<file path="src/rtl/cordic_pkg.sv">
// Shared constants and FSM state type for the CORDIC rotation frontend.
// Angle constants are Q3.13 (Width = 16) and are sign-extended by users
// when a wider datapath is configured.
package cordic_pkg;

    localparam int unsigned QWidth = 16;

    localparam logic signed [QWidth-1:0] PI_Q      = 16'sd25736;  // 0x6488
    localparam logic signed [QWidth-1:0] HALF_PI_Q = 16'sd12868;  // 0x3244
    localparam logic signed [QWidth-1:0] K_GAIN_Q  = 16'sd4975;   // 0x136F, 1/K

    typedef enum logic [1:0] {
        ST_IDLE = 2'd0,
        ST_LOAD = 2'd1,
        ST_WAIT = 2'd2,
        ST_RESP = 2'd3
    } state_e;

endpackage

</file>
<file path="src/rtl/cordic_range_reduce.sv">
// Combinational angle fold into [-PI/2, +PI/2].
//   theta_i : signed angle, Q3.(Width-3)
//   z_o     : reduced angle for the core
//   flip_o  : result must be negated (angle was folded by +/-PI)
//   oor_o   : angle outside [-PI, +PI]
module cordic_range_reduce
    import cordic_pkg::*;
#(
    parameter int unsigned Width = 16
) (
    input  logic [Width-1:0] theta_i,
    output logic [Width-1:0] z_o,
    output logic             flip_o,
    output logic             oor_o
);

    localparam logic signed [Width-1:0] PiW     = Width'(PI_Q);
    localparam logic signed [Width-1:0] HalfPiW = Width'(HALF_PI_Q);

    logic signed [Width-1:0] theta_s;
    assign theta_s = $signed(theta_i);

    // Exactly +/-HALF_PI stays unreduced; the core converges there.
    always_comb begin
        z_o    = theta_i;
        flip_o = 1'b0;
        oor_o  = (theta_s > PiW) || (theta_s < -PiW);
        if (theta_s > HalfPiW) begin
            z_o    = Width'(theta_s - PiW);
            flip_o = 1'b1;
        end else if (theta_s < -HalfPiW) begin
            z_o    = Width'(theta_s + PiW);
            flip_o = 1'b1;
        end
    end

endmodule

</file>
<file path="src/rtl/cordic_rotate_frontend.sv">
// Request sequencer and range-reduction stage in front of an iterative
// CORDIC core. Takes one angle per request, seeds and starts the core,
// waits for done (with watchdog), sign-corrects and returns cos/sin.
//   clk_i, rst_i (async, active-low)
//   req_valid_i/req_ready_o/theta_i        : angle request
//   res_valid_o/res_ready_i/cos_o/sin_o/res_err_o : result
//   start_cordic_o, x0_o, y0_o, z0_o        : core launch
//   xn_i, yn_i, done_tick_cordic_i          : core completion
module cordic_rotate_frontend
    import cordic_pkg::*;
#(
    parameter int unsigned Width         = 16,
    parameter int unsigned TimeoutCycles = 64
) (
    input  logic             clk_i,
    input  logic             rst_i,
    input  logic             req_valid_i,
    output logic             req_ready_o,
    input  logic [Width-1:0] theta_i,
    output logic             res_valid_o,
    input  logic             res_ready_i,
    output logic [Width-1:0] cos_o,
    output logic [Width-1:0] sin_o,
    output logic             res_err_o,
    output logic             start_cordic_o,
    output logic [Width-1:0] x0_o,
    output logic [Width-1:0] y0_o,
    output logic [Width-1:0] z0_o,
    input  logic [Width-1:0] xn_i,
    input  logic [Width-1:0] yn_i,
    input  logic             done_tick_cordic_i
);

    localparam int unsigned WdWidth = (TimeoutCycles > 1) ? $clog2(TimeoutCycles) : 1;
    localparam logic [WdWidth-1:0] WdLast = WdWidth'(TimeoutCycles - 1);
    localparam logic [Width-1:0]   KGainW = Width'(K_GAIN_Q);

    state_e             state_q, state_d;
    logic [WdWidth-1:0] wd_q, wd_d;
    logic               flip_q, flip_d;
    logic               ready_q, ready_d;
    logic               valid_q, valid_d;
    logic               err_q, err_d;
    logic               start_q, start_d;
    logic [Width-1:0]   cos_q, cos_d, sin_q, sin_d;
    logic [Width-1:0]   x0_q, x0_d, y0_q, y0_d, z0_q, z0_d;

    logic [Width-1:0]   z_red;
    logic               flip_red, oor_red;

    cordic_range_reduce #(.Width(Width)) u_reduce (
        .theta_i (theta_i),
        .z_o     (z_red),
        .flip_o  (flip_red),
        .oor_o   (oor_red)
    );

    // Next-state and registered-output logic.
    always_comb begin
        state_d = state_q;
        wd_d    = wd_q;
        flip_d  = flip_q;
        err_d   = err_q;
        start_d = 1'b0;
        cos_d   = cos_q;
        sin_d   = sin_q;
        x0_d    = x0_q;
        y0_d    = y0_q;
        z0_d    = z0_q;

        unique case (state_q)
            ST_IDLE: begin
                if (req_valid_i) begin
                    flip_d = flip_red;
                    if (oor_red) begin
                        state_d = ST_RESP;
                        err_d   = 1'b1;
                        cos_d   = '0;
                        sin_d   = '0;
                    end else begin
                        state_d = ST_LOAD;
                        start_d = 1'b1;
                        x0_d    = KGainW;
                        y0_d    = '0;
                        z0_d    = z_red;
                    end
                end
            end
            ST_LOAD: begin
                state_d = ST_WAIT;
                wd_d    = '0;
            end
            ST_WAIT: begin
                // Done wins over an expiring watchdog in the same cycle.
                if (done_tick_cordic_i) begin
                    state_d = ST_RESP;
                    err_d   = 1'b0;
                    cos_d   = flip_q ? -xn_i : xn_i;
                    sin_d   = flip_q ? -yn_i : yn_i;
                end else if (wd_q == WdLast) begin
                    state_d = ST_RESP;
                    err_d   = 1'b1;
                    cos_d   = '0;
                    sin_d   = '0;
                end else begin
                    wd_d = wd_q + 1'b1;
                end
            end
            ST_RESP: begin
                if (res_ready_i) begin
                    state_d = ST_IDLE;
                end
            end
            default: state_d = ST_IDLE;
        endcase

        ready_d = (state_d == ST_IDLE);
        valid_d = (state_d == ST_RESP);
    end

    // State and output registers.
    always_ff @(posedge clk_i or negedge rst_i) begin
        if (!rst_i) begin
            state_q <= ST_IDLE;
            wd_q    <= '0;
            flip_q  <= 1'b0;
            ready_q <= 1'b1;
            valid_q <= 1'b0;
            err_q   <= 1'b0;
            start_q <= 1'b0;
            cos_q   <= '0;
            sin_q   <= '0;
            x0_q    <= '0;
            y0_q    <= '0;
            z0_q    <= '0;
        end else begin
            state_q <= state_d;
            wd_q    <= wd_d;
            flip_q  <= flip_d;
            ready_q <= ready_d;
            valid_q <= valid_d;
            err_q   <= err_d;
            start_q <= start_d;
            cos_q   <= cos_d;
            sin_q   <= sin_d;
            x0_q    <= x0_d;
            y0_q    <= y0_d;
            z0_q    <= z0_d;
        end
    end

    assign req_ready_o    = ready_q;
    assign res_valid_o    = valid_q;
    assign res_err_o      = err_q;
    assign start_cordic_o = start_q;
    assign cos_o          = cos_q;
    assign sin_o          = sin_q;
    assign x0_o           = x0_q;
    assign y0_o           = y0_q;
    assign z0_o           = z0_q;

endmodule

</file>
<file path="config.mk">
export PLATFORM = sky130hd
export DESIGN_NAME = cordic_rotate_frontend
export DESIGN_NICKNAME = d
export VERILOG_FILES = /design/src/rtl/cordic_pkg.sv /design/src/rtl/cordic_range_reduce.sv /design/src/rtl/cordic_rotate_frontend.sv
export SDC_FILE = /design/constraint.sdc
export NUM_CORES = 1
export LEC_CHECK = 0
export CORE_MARGIN = 1
export CORE_UTILIZATION = 50
export CTS_CLUSTER_SIZE = 12
export DETAILED_ROUTE_END_ITERATION = 8
export PLACE_DENSITY = 0.85
export SETUP_SLACK_MARGIN = 0.4
export SYNTH_ARGS = -nofsm -noshare
export SYNTH_HDL_FRONTEND = slang
export SYNTH_SLANG_ARGS = --single-unit
</file>
<file path="constraint.sdc">
create_clock -name clk_i -period 5 [get_ports clk_i]
set_input_delay 1 -clock clk_i [delete_from_list [all_inputs] [get_ports clk_i]]
set_output_delay 1 -clock clk_i [all_outputs]
set_load 0.02 [all_outputs]
</file>
==> key figures <==
Route
  • DR WL/cell: 16.2 um
  • Via count: between 3,000 and 4,000
  • Final ANT Viol Nets: 0
  • DR pass1 iterations: 4
  • DRT iter0 DRCs: roughly 180
  • Vias per cell: approximately 5.7
  • Total wire length: 10,300 um
  • # DRC: 0

Global route
  • Initial antenna violation count: 0
  • GRT Total Usage: between 20% and 30%
  • First-pass GRT wire length: around 16,000 um
  • Grt total ovfl: 0
  • Largest net degree at the start of global routing: 63
  • Vias in the first global route: about 3,400

Final layout
  • Fill cell count: ~610
  • Final Core Density: 67.3%
  • ANT cells: 0
  • Layout area overhead: 29.4%
  • Layout cells sized above 1: 6.95%
  • Final net count: 586
  • Multi-input gate area: 2140 um^2
  • Register area: around 1600 um^2

Clock network
  • Post-CTS sizing: 0
  • Clk root buf: clkbuf_8
  • CTS H-tree lvls: 3
  • CTS clk-pin slew, worst paths: about 0.08 ns
  • Setup Fix Bufs, Post-CTS: 0
  • Post-CTS Hold Buffers: 0
  • Clk sink count: 62
  • TritonCTS clock tree: yes
  • CTS Buffer Depth: 2
  • CTS buffer count: 9
  • Clk_lat worst skew: 0.35 ns

Placed design
  • Placer Congestion: 0.879
  • PortBufs: 113
  • HPWL Detailed: 7340 um

Pwr
  • Power Dens Cells: 557 nW/um^2
  • Sw Share: between 30% and 40%
  • Clock network fraction of total power: 17.8%
  • Switch Pwr: 1.16 mW
  • Leakage power: approximately 2.2 nW
  • Sequential fraction of design power: 32.3%
  • Internal cell power: between 1.5 and 2 mW
  • Logic pwr share: 49.9%
  • VDD IR max: 220 uV

STA
  • Final Cycle Share: 68.6%
  • RSZ-0062 raised after global routing: false
  • Sum Neg Setup Slack: 0 ns
  • Slew @ Worst Pin: 0.980 ns
  • Worst clock skew: approximately 0.011 ns
  • Fin. Hold Viols: 0
  • Max Fclk: 292 MHz
  • Min cycle time layout: 3.43 ns
  • Final Setup Violations: 0
  • Max_slew headroom: 34.2%
  • Final slew viol count: 0

Floorplanning
  • Starting density of the core: between 50% and 60%
  • Die area: 8490 um^2
  • Rows: 32
  • Die Wd: 92.1 um
  • Core Box Area: 7810 um^2
  • Top Ports: 137
  • Die Ht: 92.1 um

Yosys
  • Yosys cell types: 74
  • Synth top area share: 37.6%
  • Largest area contributor in the netlist: dfrtp_1
  • Ranking of synthesized cells by area: dfrtp_1 38%, buf_4 6.3%, xnor2_1 5.4%
  • Flops & latches, synth: 62
  • Ys flop type: dfrtp_1
  • Avg Cell Area, Syn: roughly 9.3 um^2
  • EDFF count, synth: 0
  • Synth async-reset ratio: 100%
  • Synthesized cell area: between 4000 and 5000 um^2
  • Sequential area share after synthesis: 38.2%
  • Syn. warnings: 0
  • Synth Instances: 435

Critical path
  • Required @ worst endpoint: about 5.3 ns
  • Crit start category: primary input
  • R2R setup slack: 2.92 ns
  • Critical path arrival: between 3 and 4 ns
  • Setup crit end kind: register
  • Worst Path Max Fanout: 13
  • Type of the worst setup path: in -> reg

Job
  • Max_cap viols: 0

Status
  • Status: finished, final reports clean

Worst hold path
  • Worst min-delay path category: reg -> reg
synthesized netlist by cell type, types with 3 or more instances:
cell	instances
nand2b_1	5
o2bb2ai_1	10
o31ai_1	10
o21ai_1	8
xnor2_1	25
nand3_1	13
nand2_1	45
inv_1	14
xor2_1	13
dfrtp_1	61
nor4_1	8
nor2_1	20
o41ai_1	4
o21ai_0	21
and3_1	3
nor3_1	7
a22o_1	22
buf_6	6
a21oi_1	11
clkbuf_1	7
buf_2	7
a32oi_1	5
mux2i_1	3
ha_1	6
buf_4	34
a31oi_1	8
layer usage:
metal / global-route usage (%) / vias to the layer above / part of all wire (%)
met5: 0 / - / 0
met4: 12.8 / 0 / 2.4
met3: 3.40 / 24 / 6.0
met2: 41.3 / 144 / 50
met1: 30.5 / 1743 / 42
li1: - / 1709 / -
power by group through the flow:
stage	sequential, mW	combinational (mW)	clock, mW
6_report	0.945	1.46	0.522
3_5_place_dp	0.950	1.46	0
5_1_grt	0.979	1.57	0.549
4_1_cts	0.942	1.47	0.524
3_3_place_gp	0.934	1.43	0
2_1_floorplan	1.12	0.709	0
state kept, by name (all words and copies together), names as in the netlist, 2 cells and up:
name and count:
state_q 2, cos_o 16, sin_o 16, wd_q 6, z0_o 16
final timing paths:
check	start	endpoint	cells past startpoint
max	theta_i[11]	z0_o[11]	7
min	cos_o[1]	cos_o[1]	1
max reg2reg	wd_q[0]	cos_o[14]	6
min reg2reg	cos_o[1]	cos_o[1]	1
max in group asynchronous	rst_i	z0_o[1]	2
min in group asynchronous	rst_i	sin_o[3]	2
layout make-up:
cell class                 instances  share of cell area (%)
clock inverter                     3                    1.24
sequential                        62                    29.5
timing repair buffer             115                    21.7
inverter                          15                    1.07
tap                              102                    2.43
multi-input combinational        324                    40.8
clock buffer                      13                    3.21
cells in the final DEF (no fill, tap or decap), types with 3 or more instances in the layout:
cell,instances
clkdlybuf4s50_1,112
mux2i_1,3
nor4_1,8
nor3_1,7
nand2b_1,5
xor2_1,13
o31ai_1,10
nor2_1,20
xnor2_1,25
conb_1,23
inv_1,14
a21oi_1,11
nand2_1,45
dfrtp_1,61
and3_1,3
o41ai_1,4
clkbuf_8,12
o21ai_0,21
ha_1,6
nand3_1,13
a31oi_1,8
o2bb2ai_1,10
o21ai_1,8
a22o_1,22
a32oi_1,5
cell families (layout without fill, tap and decap cells):
| family | after synthesis | after routing | share of synthesized area, % |
|---|---|---|---|
| AOI/OAI and AO/OA | 129 | 129 | 24.2 |
| xor gates and xnor gates | 38 | 38 | 8.19 |
| adders and majority gates | 6 | 6 | 1.85 |
| buffers and inverters | 71 | 146 | 11.0 |
| DFF | 62 | 62 | 38.2 |
| muxes | 3 | 3 | 0.739 |
| other | 1 | 23 | 0.0923 |
| and+or+nand+nor | 125 | 125 | 15.7 |
stage by stage:
| step | setup WS [ns] | hold slack, ns | std cells | instance area [um^2] | power, mW |
|---|---|---|---|---|---|
| detailed placement | 1.25 | 0.473 | 618 | 5020 | 2.41 |
| global placement | 1.35 | 0.464 | 618 | 5020 | 2.37 |
| floorplan | 2.44 | 0.497 | 457 | 4140 | 1.83 |
| CTS | 1.62 | 0.493 | 634 | 5260 | 2.94 |
| global route | 1.35 | 0.514 | 634 | 5260 | 3.09 |
| finish | 1.57 | 0.487 | 634 | 5260 | 2.93 |
critical path, stage by stage:
cell             delay, ns
clkdlybuf4s50_1       0.63
nor4b_2               0.34
nand4_1               0.16
o31ai_2               0.82
a2bb2oi_1             0.20
or3_1                 0.39
a31oi_1               0.16
Note: power is estimated with default switching activity, not from simulation.
